### src/rtl/inst_fetch_pkg.sv
// Shared constants, types and helpers for the instruction fetch stage.
// Imported by inst_fifo and inst_fetch.
package inst_fetch_pkg;

    typedef logic [31:0] inst_t;
    typedef logic [31:0] pc_t;

    localparam inst_t NOP_INST         = 32'h0000_0013;  // addi x0, x0, 0
    localparam pc_t   PC_STEP          = 32'd4;
    localparam pc_t   RESET_PC_DEFAULT = 32'h0000_0000;

    // Instruction fetches are always word aligned.
    function automatic pc_t align_pc(input pc_t pc);
        return {pc[31:2], 2'b00};
    endfunction

endpackage

### src/rtl/inst_fifo.sv
// Synchronous instruction buffer between the memory response port and DECODE.
// A pop in the same cycle frees the slot for a push, so push+pop while full is legal.
module inst_fifo
    import inst_fetch_pkg::*;
#(
    parameter  int DEPTH = 2,
    localparam int AW    = $clog2(DEPTH),
    localparam int CW    = AW + 1
) (
    input  logic          clk,
    input  logic          rst_n,
    input  logic          push,
    input  inst_t         push_data,
    input  logic          pop,
    input  logic          flush,
    output logic          full,
    output logic          empty,
    output logic [CW-1:0] count,
    output inst_t         head
);

    inst_t         mem [DEPTH];
    logic [AW-1:0] rd_ptr;
    logic [AW-1:0] wr_ptr;
    logic [CW-1:0] cnt;
    logic          do_pop;
    logic          do_push;

    assign do_pop  = pop & ~empty;
    assign do_push = push & (~full | do_pop);

    // NOTE: sequential state is written with non-blocking assignments so every
    // flop samples the pre-edge value of its neighbours, independent of block order.
    always_ff @(posedge clk or negedge rst_n) begin
        if (!rst_n) begin
            rd_ptr <= '0;
            wr_ptr <= '0;
            cnt    <= '0;
        end else if (flush) begin
            rd_ptr <= '0;
            wr_ptr <= '0;
            cnt    <= '0;
        end else begin
            if (do_push) wr_ptr <= wr_ptr + 1'b1;
            if (do_pop)  rd_ptr <= rd_ptr + 1'b1;
            cnt <= cnt + CW'(do_push) - CW'(do_pop);
        end
    end

    // NOTE: the storage array has no reset; the count guards every read, so
    // stale contents are never observed and the array can map onto plain RAM/flops.
    always_ff @(posedge clk) begin
        if (do_push && !flush) mem[wr_ptr] <= push_data;
    end

    assign full  = (cnt == CW'(DEPTH));
    assign empty = (cnt == '0);
    assign count = cnt;
    assign head  = mem[rd_ptr];

endmodule

### src/rtl/inst_fetch.sv
// IF stage: owns fetch/deliver PCs, issues credit-limited word fetches, buffers
// responses for DECODE and discards responses belonging to a redirected stream.
module inst_fetch
    import inst_fetch_pkg::*;
#(
    parameter pc_t RESET_PC   = RESET_PC_DEFAULT,
    parameter int  FIFO_DEPTH = 2
) (
    input  logic        clk,
    input  logic        rst_n,
    output logic        imem_req_valid,
    output logic [31:0] imem_req_addr,
    input  logic        imem_req_ready,
    input  logic        imem_rsp_valid,
    input  logic [31:0] imem_rsp_data,
    input  logic        redirect_valid,
    input  logic [31:0] redirect_pc,
    input  logic        stall,
    output logic        if_valid,
    output logic [31:0] if_inst,
    output logic [31:0] if_pc
);

    localparam int          CW        = $clog2(FIFO_DEPTH) + 1;
    localparam logic [CW:0] DEPTH_LIM = (CW + 1)'(FIFO_DEPTH);

    pc_t           fetch_pc;
    pc_t           deliver_pc;
    logic [CW-1:0] outstanding;
    logic [CW-1:0] outstanding_nxt;
    logic [CW-1:0] drop_cnt;
    logic [CW-1:0] fifo_count;
    logic [CW:0]   credit_used;
    logic          fifo_full;
    logic          fifo_empty;
    inst_t         fifo_head;
    logic          req_fire;
    logic          rsp_drop;
    logic          rsp_keep;
    logic          pop;

    // Every fetch in flight or waiting in the buffer holds one credit.
    assign credit_used = {1'b0, outstanding} + {1'b0, fifo_count};

    // rst_n gates the request directly: while reset is held the credit state
    // reads as fully free, but nothing may be issued until reset is released.
    assign imem_req_valid = rst_n & ~redirect_valid & (credit_used < DEPTH_LIM);
    assign imem_req_addr  = fetch_pc;
    assign req_fire       = imem_req_valid & imem_req_ready;

    // A response is stale if older than the last redirect, or arrives with one.
    assign rsp_drop = imem_rsp_valid & ((drop_cnt != '0) | redirect_valid);
    assign rsp_keep = imem_rsp_valid & ~rsp_drop;

    assign if_valid = ~fifo_empty & ~redirect_valid;
    assign if_inst  = fifo_empty ? NOP_INST : fifo_head;
    assign if_pc    = deliver_pc;
    assign pop      = if_valid & ~stall;

    assign outstanding_nxt = outstanding + CW'(req_fire) - CW'(imem_rsp_valid);

    always_ff @(posedge clk or negedge rst_n) begin
        if (!rst_n) begin
            fetch_pc    <= RESET_PC;
            deliver_pc  <= RESET_PC;
            outstanding <= '0;
            drop_cnt    <= '0;
        end else begin
            outstanding <= outstanding_nxt;
            if (redirect_valid) begin
                // No request fires in a redirect cycle, so everything still
                // outstanding after this edge belongs to the old stream.
                fetch_pc   <= align_pc(redirect_pc);
                deliver_pc <= align_pc(redirect_pc);
                drop_cnt   <= outstanding_nxt;
            end else begin
                if (req_fire) fetch_pc   <= fetch_pc + PC_STEP;
                if (pop)      deliver_pc <= deliver_pc + PC_STEP;
                if (rsp_drop) drop_cnt   <= drop_cnt - 1'b1;
            end
        end
    end

    inst_fifo #(
        .DEPTH (FIFO_DEPTH)
    ) u_inst_fifo (
        .clk       (clk),
        .rst_n     (rst_n),
        .push      (rsp_keep),
        .push_data (imem_rsp_data),
        .pop       (pop),
        .flush     (redirect_valid),
        .full      (fifo_full),
        .empty     (fifo_empty),
        .count     (fifo_count),
        .head      (fifo_head)
    );

    // Credit accounting guarantees neither of these can happen.
    a_no_orphan_rsp : assert property (@(posedge clk) disable iff (!rst_n)
        imem_rsp_valid |-> (outstanding != '0));
    a_no_overflow   : assert property (@(posedge clk) disable iff (!rst_n)
        !(rsp_keep && fifo_full && !pop));

endmodule

### config.mk
export PLATFORM = sky130hd
export DESIGN_NAME = inst_fetch
export DESIGN_NICKNAME = d
export VERILOG_FILES = /design/src/rtl/inst_fetch_pkg.sv /design/src/rtl/inst_fifo.sv /design/src/rtl/inst_fetch.sv
export SDC_FILE = /design/constraint.sdc
export NUM_CORES = 1
export LEC_CHECK = 0
export ABC_AREA = 0
export BUFFER_PORTS_ARGS = -buffer_cell sky130_fd_sc_hd__buf_2
export CORE_AREA = 2 2 123 149
export DETAILED_ROUTE_END_ITERATION = 16
export DIE_AREA = 0 0 125 151
export GPL_ROUTABILITY_DRIVEN = 0
export HOLD_SLACK_MARGIN = 0.02
export PLACE_DENSITY = 0.65
export SYNTH_ARGS = -nofsm -noshare
export SYNTH_HDL_FRONTEND = slang
export SYNTH_SLANG_ARGS = --single-unit
### constraint.sdc
create_clock -name clk -period 11.3 [get_ports clk]
set_input_delay 0.565 -clock clk [delete_from_list [all_inputs] [get_ports clk]]
set_output_delay 0.565 -clock clk [all_outputs]
set_load 0.01 [all_outputs]
==> key figures, run 1 <==
Outcome
  – Status: finished, final reports clean

Critical path
  – Critical path's largest stage delay: approximately 640 ps
  – Crit-path cells: and2_1 -> fa_1 -> nor4b_4 -> and2_1 -> inv_2 -> ha_1 -> inv_1 -> ha_1 -> xnor2_1 -> xnor2_1 -> nand2_1 -> o21ai_0
  – CP max stage cell: and2_1
  – Worst setup EP type: flop
  – Crit path kind: flop to flop
  – Critical Path AT: around 4000 ps
  – R2R setup slack: approximately 7700 ps
  – Startpoint types: flop
  – Crit-path max FO: 19
  – Req. time, crit path: 11,640 ps

Place
  – Post-detail-place hpwl: approximately 11 mm
  – Port Buf Inserts: around 160

Timing
  – Fmax achieved: ~0.28 GHz
  – Clock Skews: ~7.1 ps
  – Time the worst path needs with I/O delays and setup: between 3000 and 4000 ps
  – Final Hold Fails: 0
  – Tcrit/Tclk final: between 30% and 40%
  – # setup viols final: 0
  – RSZ-0062 raised after global routing: no
  – Fin Setup TNS: 0 ps
  – Worst slew pin tran: roughly 1100 ps
  – Relative slew slack: between 20% and 30%
  – Slew Limit Fails: 0

Synth
  – Ys flop type: dfrtp_1
  – Syn avg cell area: between 10 and 15 um2
  – Async S/R FF share, synth: between 50% and 60%
  – Syn Std Cell Area: around 6400 um2
  – Synth Instances: around 550
  – Netlist cell types: 59
  – Register area share after synthesis: 56.9%
  – Post-synthesis register bit count: roughly 130
  – Synth warn: 0
  – EDFF count, synth: 64

Clock network
  – CTS tree: built
  – Clock-pin slew on the worst setup and hold paths: roughly 60 ps
  – Root Buffer Master: clkbuf_16
  – Htree depth: 4
  – Longest Clk Path Bufs: 2
  – CTS sink count: between 100 and 150
  – Clk Latency, worst-skew pair: 420 ps
  – Post-CTS Hold Buffers: 0
  – CTS Buf Count: 17
  – Resized cells post-CTS: 0
  – Post CTS Setup Buffer Count: 0

Global route
  – Vias in the first global route: approximately 4,800
  – Tot GR Track Use: 17.5%
  – Initial antenna violation count: 0
  – Largest net degree at the start of global routing: 70
  – Total global routing overflow: 0
  – First-pass GRT wire length: 25.4 mm

Detailed routing
  – WL/cell: between 15 and 20 um
  – DR pass1 iterations: 7
  – Antenna-violating nets left: 0
  – Via-to-Cell Ratio: between 5 and 6
  – DRC violations left: 0
  – Vias: ~5,000
  – Detailed Route Iter0 Violations: ~300
  – Final wirelength: about 16 mm

Cells and area
  – Final net count: 790
  – Most common cell after layout, fill and taps aside: buf_2
  – Antenna cells: 0
  – Share of layout cells above drive strength 1: roughly 31%
  – Core Util, Final: 45.7%
  – Most frequent cells in the layout: 161 x buf_2, 67 x dfrtp_1, 64 x edfxtp_1
  – Area Overhead vs Synth: 24.6%
  – Multi-input gate area: 2570 um2
  – Flip-flop and latch area: around 3600 um2
  – Filler instances: roughly 1,600

Power and ir drop
  – Pwr Density: about 180 nW/um2
  – Max rail drop VDD: 123 uV
  – Leakage: about 3.2 nW

Die
  – DIE AREA: 18,900 um2
  – Die Y: 151 um
  – Die Width: between 100 and 150 um
  – Number of I/O pins: about 170
  – Row cnt: 53
  – Initial Util: roughly 37%
  – Core ar.: ~17,000 um2

Min path
  – Hold Path Class: input port to asynchronous set/reset pin

Run
  – MaxCap Viol Count: 0
-- kinds of logic (layout without fill, tap and decap cells) --
family / after synthesis / in the layout / synth area share, %
AOI/OAI and AO/OA: 80 / 80 / 8.07
xor gates and xnor gates: 40 / 40 / 5.50
adders and majority gates: 8 / 8 / 1.69
buffers and inverters: 43 / 211 / 3.16
DFF: 132 / 132 / 56.9
muxes: 46 / 46 / 7.46
other: 1 / 4 / 0.0588
and+or+nand+nor: 204 / 204 / 17.2
-- worst paths after layout --
kind	start	end	cells after the start
min in group clk	imem_rsp_data[16]	u_inst_fifo.mem[0][16]	1
hold / removal	rst_n	if_pc[30]	2
setup / recovery	u_inst_fifo.count[0]	drop_cnt[1]	12
max in group asynchronous	rst_n	u_inst_fifo.rd_ptr	2
setup reg to reg	u_inst_fifo.count[0]	drop_cnt[1]	12
hold reg to reg	outstanding[0]	outstanding[0]	1
-- synth_stat cells, drive strengths merged, types with 2 or more instances --
cell    number  area share, %
edfxtp      64             30
clkbuf      16           0.94
mux2        12            2.1
xor2        13            1.8
a31oi        2           0.20
o21ai       34            2.7
a21oi        8           0.63
xnor2       27            3.7
and3        11            1.1
or4          4           0.53
nand4       16            1.9
mux2i       34            5.3
and2         7           0.69
a22oi        2           0.24
nor2        50            2.9
a21o         2           0.24
buf         14            1.5
nand2       53            3.2
a211oi       2           0.24
inv         12           0.71
o311ai      10            1.4
dfrtp       68             27
ha           7            1.4
nor4        11            1.7
and4         5           0.69
o211ai      13            1.5
nand3       30            2.4
nor3        10           0.94
-- routing by layer --
layer,global-route usage [%],vias up,part of all wire (%)
li1,-,2345,-
met1,21.0,2364,41
met2,29.0,221,48
met3,6.50,26,9.2
met4,6.39,0,2.0
met5,0,-,0
-- flip-flops by register name, summed over array words and instances (netlist names) --
signal,cells
u_inst_fifo.count,2
u_inst_fifo.wr_ptr,1
u_inst_fifo.rd_ptr,1
if_pc,30
u_inst_fifo.mem,64
imem_req_addr,30
outstanding,2
drop_cnt,2
-- through the flow --
step                power [W]  setup WS, ps  std cells  cell area, um2  hold slack [ps]
detailed placement   0.000932          7270        913            7360              526
floorplan            0.000805          6710        557            6380              269
global placement     0.000926          7330        913            7360              514
CTS                   0.00148          7650        945            7940              312
finish                0.00146          7670        945            7940              327
global route          0.00154          7410        945            7940              308
-- power by group --
group / switching (W) / leakage [nW] / internal, W
combinational: 0.000169 / 1.57 / 0.000129
sequential: 0.0000626 / 1.40 / 0.000558
clock: 0.000219 / 0.270 / 0.000325
total: 0.000450 / 3.24 / 0.00101
-- layout make-up --
| type | instances | share of cell area [%] |
|---|---|---|
| clock inverter | 15 | 1.95 |
| multi-input combinational | 382 | 32.3 |
| tap | 220 | 3.47 |
| clock buffer | 17 | 5.36 |
| timing repair buffer | 166 | 10.6 |
| sequential | 132 | 45.7 |
| inverter | 13 | 0.615 |
-- critical path, delay by kind of cell, from the launching register on --
family	cells	cell delay, ps
flops	1	450
xor+xnor	2	330
simple gates	4	1260
buf+inv	2	390
fa+ha+maj	3	1030
compound gates	1	90
Note: power is estimated with default switching activity, not from simulation.
==> run 2: changes to the inputs <==
==> constraint.sdc (replaced) <==
create_clock -name clk -period 3.6 [get_ports clk]
set_input_delay 0.18 -clock clk [delete_from_list [all_inputs] [get_ports clk]]
set_output_delay 0.18 -clock clk [all_outputs]
set_load 0.01 [all_outputs]
==> key figures, run 2 (synthesis gave the netlist of run 1 again) <==
Cells and area
  – Most frequent cells in the layout: 161 x buf_2, 67 x dfrtp_1, 64 x edfxtp_1 (unchanged)
  – Share of layout cells above drive strength 1: 29.5% (was 31.3%)
  – Antenna cells: 0 (unchanged)
  – Area Overhead vs Synth: 33.9% (was 24.6%)
  – Max reg flops: 64 (unchanged)
  – Most common cell after layout, fill and taps aside: buf_2 (unchanged)
  – Final cell count without fillers: 996 (was 945)
  – Final net count: 842 (was 790)
  – Register with the most flip-flops: u_inst_fifo.mem (unchanged)

Timing
  – # setup viols final: 0 (unchanged)
  – RSZ-0062 raised after global routing: no (unchanged)
  – Worst slew pin tran: 996 ps (was 1110 ps)
  – Fmax achieved: 0.338 GHz (was 0.275 GHz)
  – Setup WS post-layout: 641 ps (was 7670 ps)
  – Final Hold Fails: 0 (unchanged)
  – Slew Limit Fails: 0 (unchanged)
  – Relative slew slack: 33.6% (was 25.7%)
  – Tcrit/Tclk final: 82.2% (was 32.2%)
  – WHS: 14.9 ps (was 327 ps)
  – Time the worst path needs with I/O delays and setup: 2960 ps (was 3630 ps)
  – Fin Setup TNS: 0 ps (unchanged)
  – Clock Skews: 9.29 ps (was 7.07 ps)

Global route
  – Total global routing overflow: 0 (unchanged)
  – Initial antenna violation count: 0 (unchanged)
  – Tot GR Track Use: 18.6% (was 17.5%)
  – First-pass GRT wire length: 27.4 mm (was 25.4 mm)
  – Vias in the first global route: 5,277 (was 4,824)
  – Largest net degree at the start of global routing: 69 (was 70)

Clock network
  – Root Buffer Master: clkbuf_16 (unchanged)
  – CTS Buf Count: 17 (unchanged)
  – Clock-pin slew on the worst setup and hold paths: 60 ps (about the same)
  – Post CTS Setup Buffer Count: 0 (unchanged)
  – Longest Clk Path Bufs: 2 (unchanged)
  – CTS sink count: 132 (unchanged)
  – Htree depth: 4 (unchanged)
  – Clk Latency, worst-skew pair: 420 ps (about the same)
  – CTS tree: built (unchanged)

Die
  – Row cnt: 53 (unchanged)
  – Initial Util: 36.7% (unchanged)
  – Core ar.: 17,400 um2 (unchanged)
  – DIE AREA: 18,900 um2 (unchanged)
  – Die Width: 125 um (unchanged)
  – Die Y: 151 um (unchanged)
  – Number of I/O pins: 168 (unchanged)

Critical path
  – Crit-path cells: and2_1 -> fa_1 -> nor4b_4 -> and2_1 -> inv_2 -> ha_1 -> inv_1 -> ha_1 -> xnor2_1 -> xnor2_1 -> nand2_1 -> o21ai_0 (unchanged)
  – CP bufs+invs: 2 (unchanged)
  – Startpoint types: flop (unchanged)
  – Crit path kind: flop to flop (unchanged)
  – Crit-path max FO: 19 (unchanged)
  – Critical path's largest stage delay: 480 ps (was 640 ps)
  – CP max stage cell: fa_1 (was and2_1)
  – Worst setup EP type: flop (unchanged)
  – Cell family with most CP delay: adder cells (was simple AND/OR/NAND/NOR gates)
  – Req. time, crit path: 3930 ps (was 11,640 ps)
  – Critical Path AT: 3290 ps (was 3980 ps)

Outcome
  – Status: finished, final reports clean (unchanged)

Place
  – Post-detail-place hpwl: 11.4 mm (was 11.2 mm)
  – Post-placement cell count: 916 (was 913)
  – Pre-CTS WS: 628 ps (was 7270 ps)
  – Port Buf Inserts: 161 (unchanged)

Run
  – MaxCap Viol Count: 0 (unchanged)

Detailed routing
  – Via-to-Cell Ratio: 5.26 (was 5.24)
  – WL/cell: 17.4 um (was 17.2 um)
  – Vias: 5,238 (was 4,956)
  – DRC violations left: 0 (unchanged)
  – Final wirelength: 17.3 mm (was 16.2 mm)
  – Detailed Route Iter0 Violations: 406 (was 309)
  – Antenna-violating nets left: 0 (unchanged)
  – DR pass1 iterations: 5 (was 7)

Power and ir drop
  – Max rail drop VDD: 406 uV (was 123 uV)
  – Total power: 0.00488 W (was 0.00146 W)
  – Pwr Density: 572 nW/um2 (was 184 nW/um2)
  – Leakage: 3.50 nW (was 3.24 nW)

Min path
  – Hold Path Class: input port to asynchronous set/reset pin (unchanged)
-- run 2: changes by cell type in the layout (fill, tap and decap cells not counted), sizes merged --
cell	previous run	this run
clkinvlp	5	0
bufinv	2	5
dlygate4sd3	0	49
clkinv	5	6
buf	166	169
-- run 2: layer usage --
| metal | part of all wire [%] | vias to the layer above | GRT usage, % |
|---|---|---|---|
| li1 | - | 2447 | - |
| met1 | 41 | 2542 | 22.3 |
| met2 | 49 | 216 | 31.9 |
| met3 | 7.4 | 33 | 5.09 |
| met4 | 2.3 | 0 | 7.22 |
| met5 | 0 | - | 0 |
-- run 2: path summary, 6_finish.rpt --
| path | from | slack, ps | cells past startpoint | endpoint |
|---|---|---|---|---|
| max | u_inst_fifo.count[0] | 640 | 12 | drop_cnt[1] |
| max reg2reg | u_inst_fifo.count[0] | 640 | 12 | drop_cnt[1] |
| min in group clk | redirect_pc[6] | 30 | 3 | if_pc[6] |
| min reg2reg | outstanding[0] | 530 | 1 | outstanding[0] |
| min | rst_n | 10 | 2 | if_pc[4] |
| max in group asynchronous | rst_n | 2970 | 2 | u_inst_fifo.rd_ptr |
-- run 2: report_power, final --
| part | switching, W | internal, W |
|---|---|---|
| Sequential | 0.000196 | 0.00175 |
| Combinational | 0.000554 | 0.000444 |
| Clock | 0.000694 | 0.00124 |
| Total | 0.00144 | 0.00343 |
-- run 2: through the flow --
stage	utilization, %	instance area, um2
6_report	49.1	8530
5_1_grt	49.1	8530
4_1_cts	49.1	8530
3_5_place_dp	42.5	7390
3_3_place_gp	42.5	7390
2_1_floorplan	-	6390
-- run 2: area by class of cell --
type                       count  area [um2]
clock inverter                14         226
clock buffer                  17         425
timing repair buffer         218        1360
inverter                      13        48.8
tap                          220         275
multi-input combinational    382        2580
sequential                   132        3620
fill                        1572        8840
-- run 2: timing repair --
action,CTS,global route
resized for setup,0,0
hold buffers,49,0
endpoints found under the hold margin,91,0
==> run 3: changes to the inputs <==
--- a/config.mk
+++ b/config.mk
@@ -12,7 +12,7 @@
 export DIE_AREA = 0 0 125 151
 export GPL_ROUTABILITY_DRIVEN = 0
 export HOLD_SLACK_MARGIN = 0.02
-export PLACE_DENSITY = 0.65
+export PLACE_DENSITY = 0.67
 export SYNTH_ARGS = -nofsm -noshare
 export SYNTH_HDL_FRONTEND = slang
 export SYNTH_SLANG_ARGS = --single-unit
==> constraint.sdc (replaced) <==
create_clock -name clk -period 2.5 [get_ports clk]
set_input_delay 0.125 -clock clk [delete_from_list [all_inputs] [get_ports clk]]
set_output_delay 0.125 -clock clk [all_outputs]
set_load 0.01 [all_outputs]
==> key figures, run 3 (synthesis gave the netlist of run 1 again) <==
Place
  – DP Area: 7550 um2 (was 7390 um2)
  – Pre-CTS WS: -228 ps (was 628 ps)
  – Post-placement cell count: 928 (was 916)
  – Port Buf Inserts: 161 (unchanged)
  – Post-detail-place hpwl: 11.7 mm (was 11.4 mm)

Die
  – DIE AREA: 18,900 um2 (unchanged)
  – Number of I/O pins: 168 (unchanged)
  – Die Width: 125 um (unchanged)
  – Core ar.: 17,400 um2 (unchanged)
  – Die Y: 151 um (unchanged)
  – Initial Util: 36.7% (unchanged)
  – Row cnt: 53 (unchanged)

Power and ir drop
  – Leakage: 3.63 nW (was 3.50 nW)
  – Pwr Density: 788 nW/um2 (was 572 nW/um2)
  – Total power: 0.00699 W (was 0.00488 W)
  – Max rail drop VDD: 498 uV (was 406 uV)

Min path
  – Hold Path Stages: 3
  – Hold Path Class: input port to flop (was input port to asynchronous set/reset pin)
  – Hold path startpoint: redirect_pc[16]
  – WHS Endpoint: imem_req_addr[16]

Global route
  – Total global routing overflow: 0 (unchanged)
  – First-pass GRT wire length: 27.1 mm (was 27.4 mm)
  – Tot GR Track Use: 18.5% (was 18.6%)
  – Initial antenna violation count: 0 (unchanged)
  – Vias in the first global route: 5,264 (was 5,277)
  – Largest net degree at the start of global routing: 69 (unchanged)

Cells and area
  – Antenna cells: 0 (unchanged)
  – Core Util, Final: 51.0% (was 49.1%)
  – Area Overhead vs Synth: 39.2% (was 33.9%)
  – Share of layout cells above drive strength 1: 31.8% (was 29.5%)
  – Register with the most flip-flops: u_inst_fifo.mem (unchanged)
  – Design area: 8870 um2 (was 8530 um2)
  – Final cell count without fillers: 1,022 (was 996)
  – Max reg flops: 64 (unchanged)
  – Most frequent cells in the layout: 161 x buf_2, 67 x dfrtp_1, 64 x edfxtp_1 (unchanged)
  – Most common cell after layout, fill and taps aside: buf_2 (unchanged)
  – Final net count: 868 (was 842)

Timing
  – RSZ-0062 raised after global routing: yes (was no)
  – Worst slew pin tran: 907 ps (was 996 ps)
  – # setup viols final: 1 (was 0)
  – Setup WS post-layout: -41.2 ps (was 641 ps)
  – Final Hold Fails: 0 (unchanged)
  – Fmax achieved: 0.394 GHz (was 0.338 GHz)
  – Tcrit/Tclk final: 102% (was 82.2%)
  – Slew Limit Fails: 0 (unchanged)
  – Clock Skews: 6.90 ps (was 9.29 ps)
  – Time the worst path needs with I/O delays and setup: 2540 ps (was 2960 ps)
  – Relative slew slack: 39.5% (was 33.6%)

Clock network
  – CTS sink count: 132 (unchanged)
  – CTS Buf Count: 17 (unchanged)
  – Clock-pin slew on the worst setup and hold paths: 60 ps (about the same)
  – Longest Clk Path Bufs: 2 (unchanged)
  – CTS tree: built (unchanged)
  – Clk Latency, worst-skew pair: 420 ps (about the same)
  – Htree depth: 4 (unchanged)
  – Root Buffer Master: clkbuf_16 (unchanged)

Detailed routing
  – Detailed Route Iter0 Violations: 294 (was 406)
  – Antenna-violating nets left: 0 (unchanged)
  – WL/cell: 16.9 um (was 17.4 um)
  – DRC violations left: 0 (unchanged)
  – Via-to-Cell Ratio: 5.12 (was 5.26)
  – Final wirelength: 17.3 mm (about the same)
  – DR pass1 iterations: 4 (was 5)
  – Vias: 5,237 (was 5,238)

Critical path
  – Crit-path cells: and2_4 -> fa_1 -> nor4b_4 -> and2_4 -> inv_6 -> ha_4 -> inv_2 -> ha_4 -> xnor2_4 -> xnor2_2 -> nand2_1 -> o21ai_1 (was and2_1 -> fa_1 -> nor4b_4 -> and2_1 -> inv_2 -> ha_1 -> inv_1 -> ha_1 -> xnor2_1 -> xnor2_1 -> nand2_1 -> o21ai_0)
  – Req. time, crit path: 2840 ps (was 3930 ps)
  – Worst R2R End: drop_cnt[1] (unchanged)
  – FF-to-FF Start: u_inst_fifo.count[0] (unchanged)
  – R2R setup slack: -40 ps (was 640 ps)
  – Critical Path AT: 2880 ps (was 3290 ps)
  – Reg2Reg Depth: 12 (unchanged)
  – CP max stage cell: fa_1 (unchanged)
  – Crit path kind: flop to flop (unchanged)
  – Critical path's largest stage delay: 510 ps (was 480 ps)
  – Worst setup EP type: flop (unchanged)
  – Startpoint types: flop (unchanged)
  – Crit-path max FO: 3 (was 19)

Outcome
  – Status: finished with violations (was finished, final reports clean)
  – Violated checks: negative setup slack

Run
  – MaxCap Viol Count: 0 (unchanged)
-- run 3: layout make-up --
| cell class | instances | area [um2] |
|---|---|---|
| Fill cell | 1532 | 8510 |
| Inverter | 13 | 53.8 |
| Sequential cell | 132 | 3620 |
| Multi-Input combinational cell | 382 | 2690 |
| Clock inverter | 14 | 176 |
| Timing Repair Buffer | 244 | 1620 |
| Clock buffer | 17 | 425 |
| Tap cell | 220 | 275 |
-- run 3: metal layers --
layer	part of all wire [%]	up-vias	GRT usage, %
met2	49	204	31.0
met5	0	-	0
met1	41	2506	22.0
met3	7.1	30	5.37
li1	-	2497	-
met4	3.1	0	8.67
-- run 3: what timing repair did --
| item | 4_1_cts | 5_1_grt |
|---|---|---|
| setup buffers | 0 | 1 |
| resized for setup | 4 | 14 |
| hold buffers | 62 | 0 |
| setup endpoints to repair | 19 | 15 |
| pin swaps | 2 | 2 |
| hold endpoints to repair | 156 | 0 |
-- run 3: critical path: cells and delay by family (launching register included) --
family	cells	cell delay (ps)
AND/OR/NAND/NOR	4	710
XOR/XNOR	2	320
AO/OA/AOI/OAI	1	80
flip-flops	1	380
adder cells (fa/ha/maj)	3	920
buffers and inverters	2	70
-- run 3: per-stage QoR --
stage	setup TNS [ps]	hold slack (ps)
floorplan	-834	-171
global placement	-1320	313
detailed placement	-2410	316
CTS	-41.5	27.5
global route	-246	58.0
finish	-41.2	45.5
-- run 3: how the worst max path moves through the flow --
stage	startpoint	end	slack (ps)
2_1_floorplan	u_inst_fifo.count[0]	drop_cnt[1]	-370
3_3_place_gp	u_inst_fifo.count[0]	imem_req_addr[13]	-170
3_5_place_dp	u_inst_fifo.count[0]	imem_req_addr[13]	-230
4_1_cts	u_inst_fifo.count[0]	drop_cnt[1]	-40
5_1_grt	u_inst_fifo.count[0]	drop_cnt[1]	-120
6_report	u_inst_fifo.count[0]	drop_cnt[1]	-40
-- run 3: power breakdown --
group	total, W	internal (W)	switching [W]
registers	0.00277	0.00252	0.000244
logic	0.00166	0.000770	0.000890
clock network	0.00256	0.00158	0.000986
total	0.00699	0.00487	0.00212
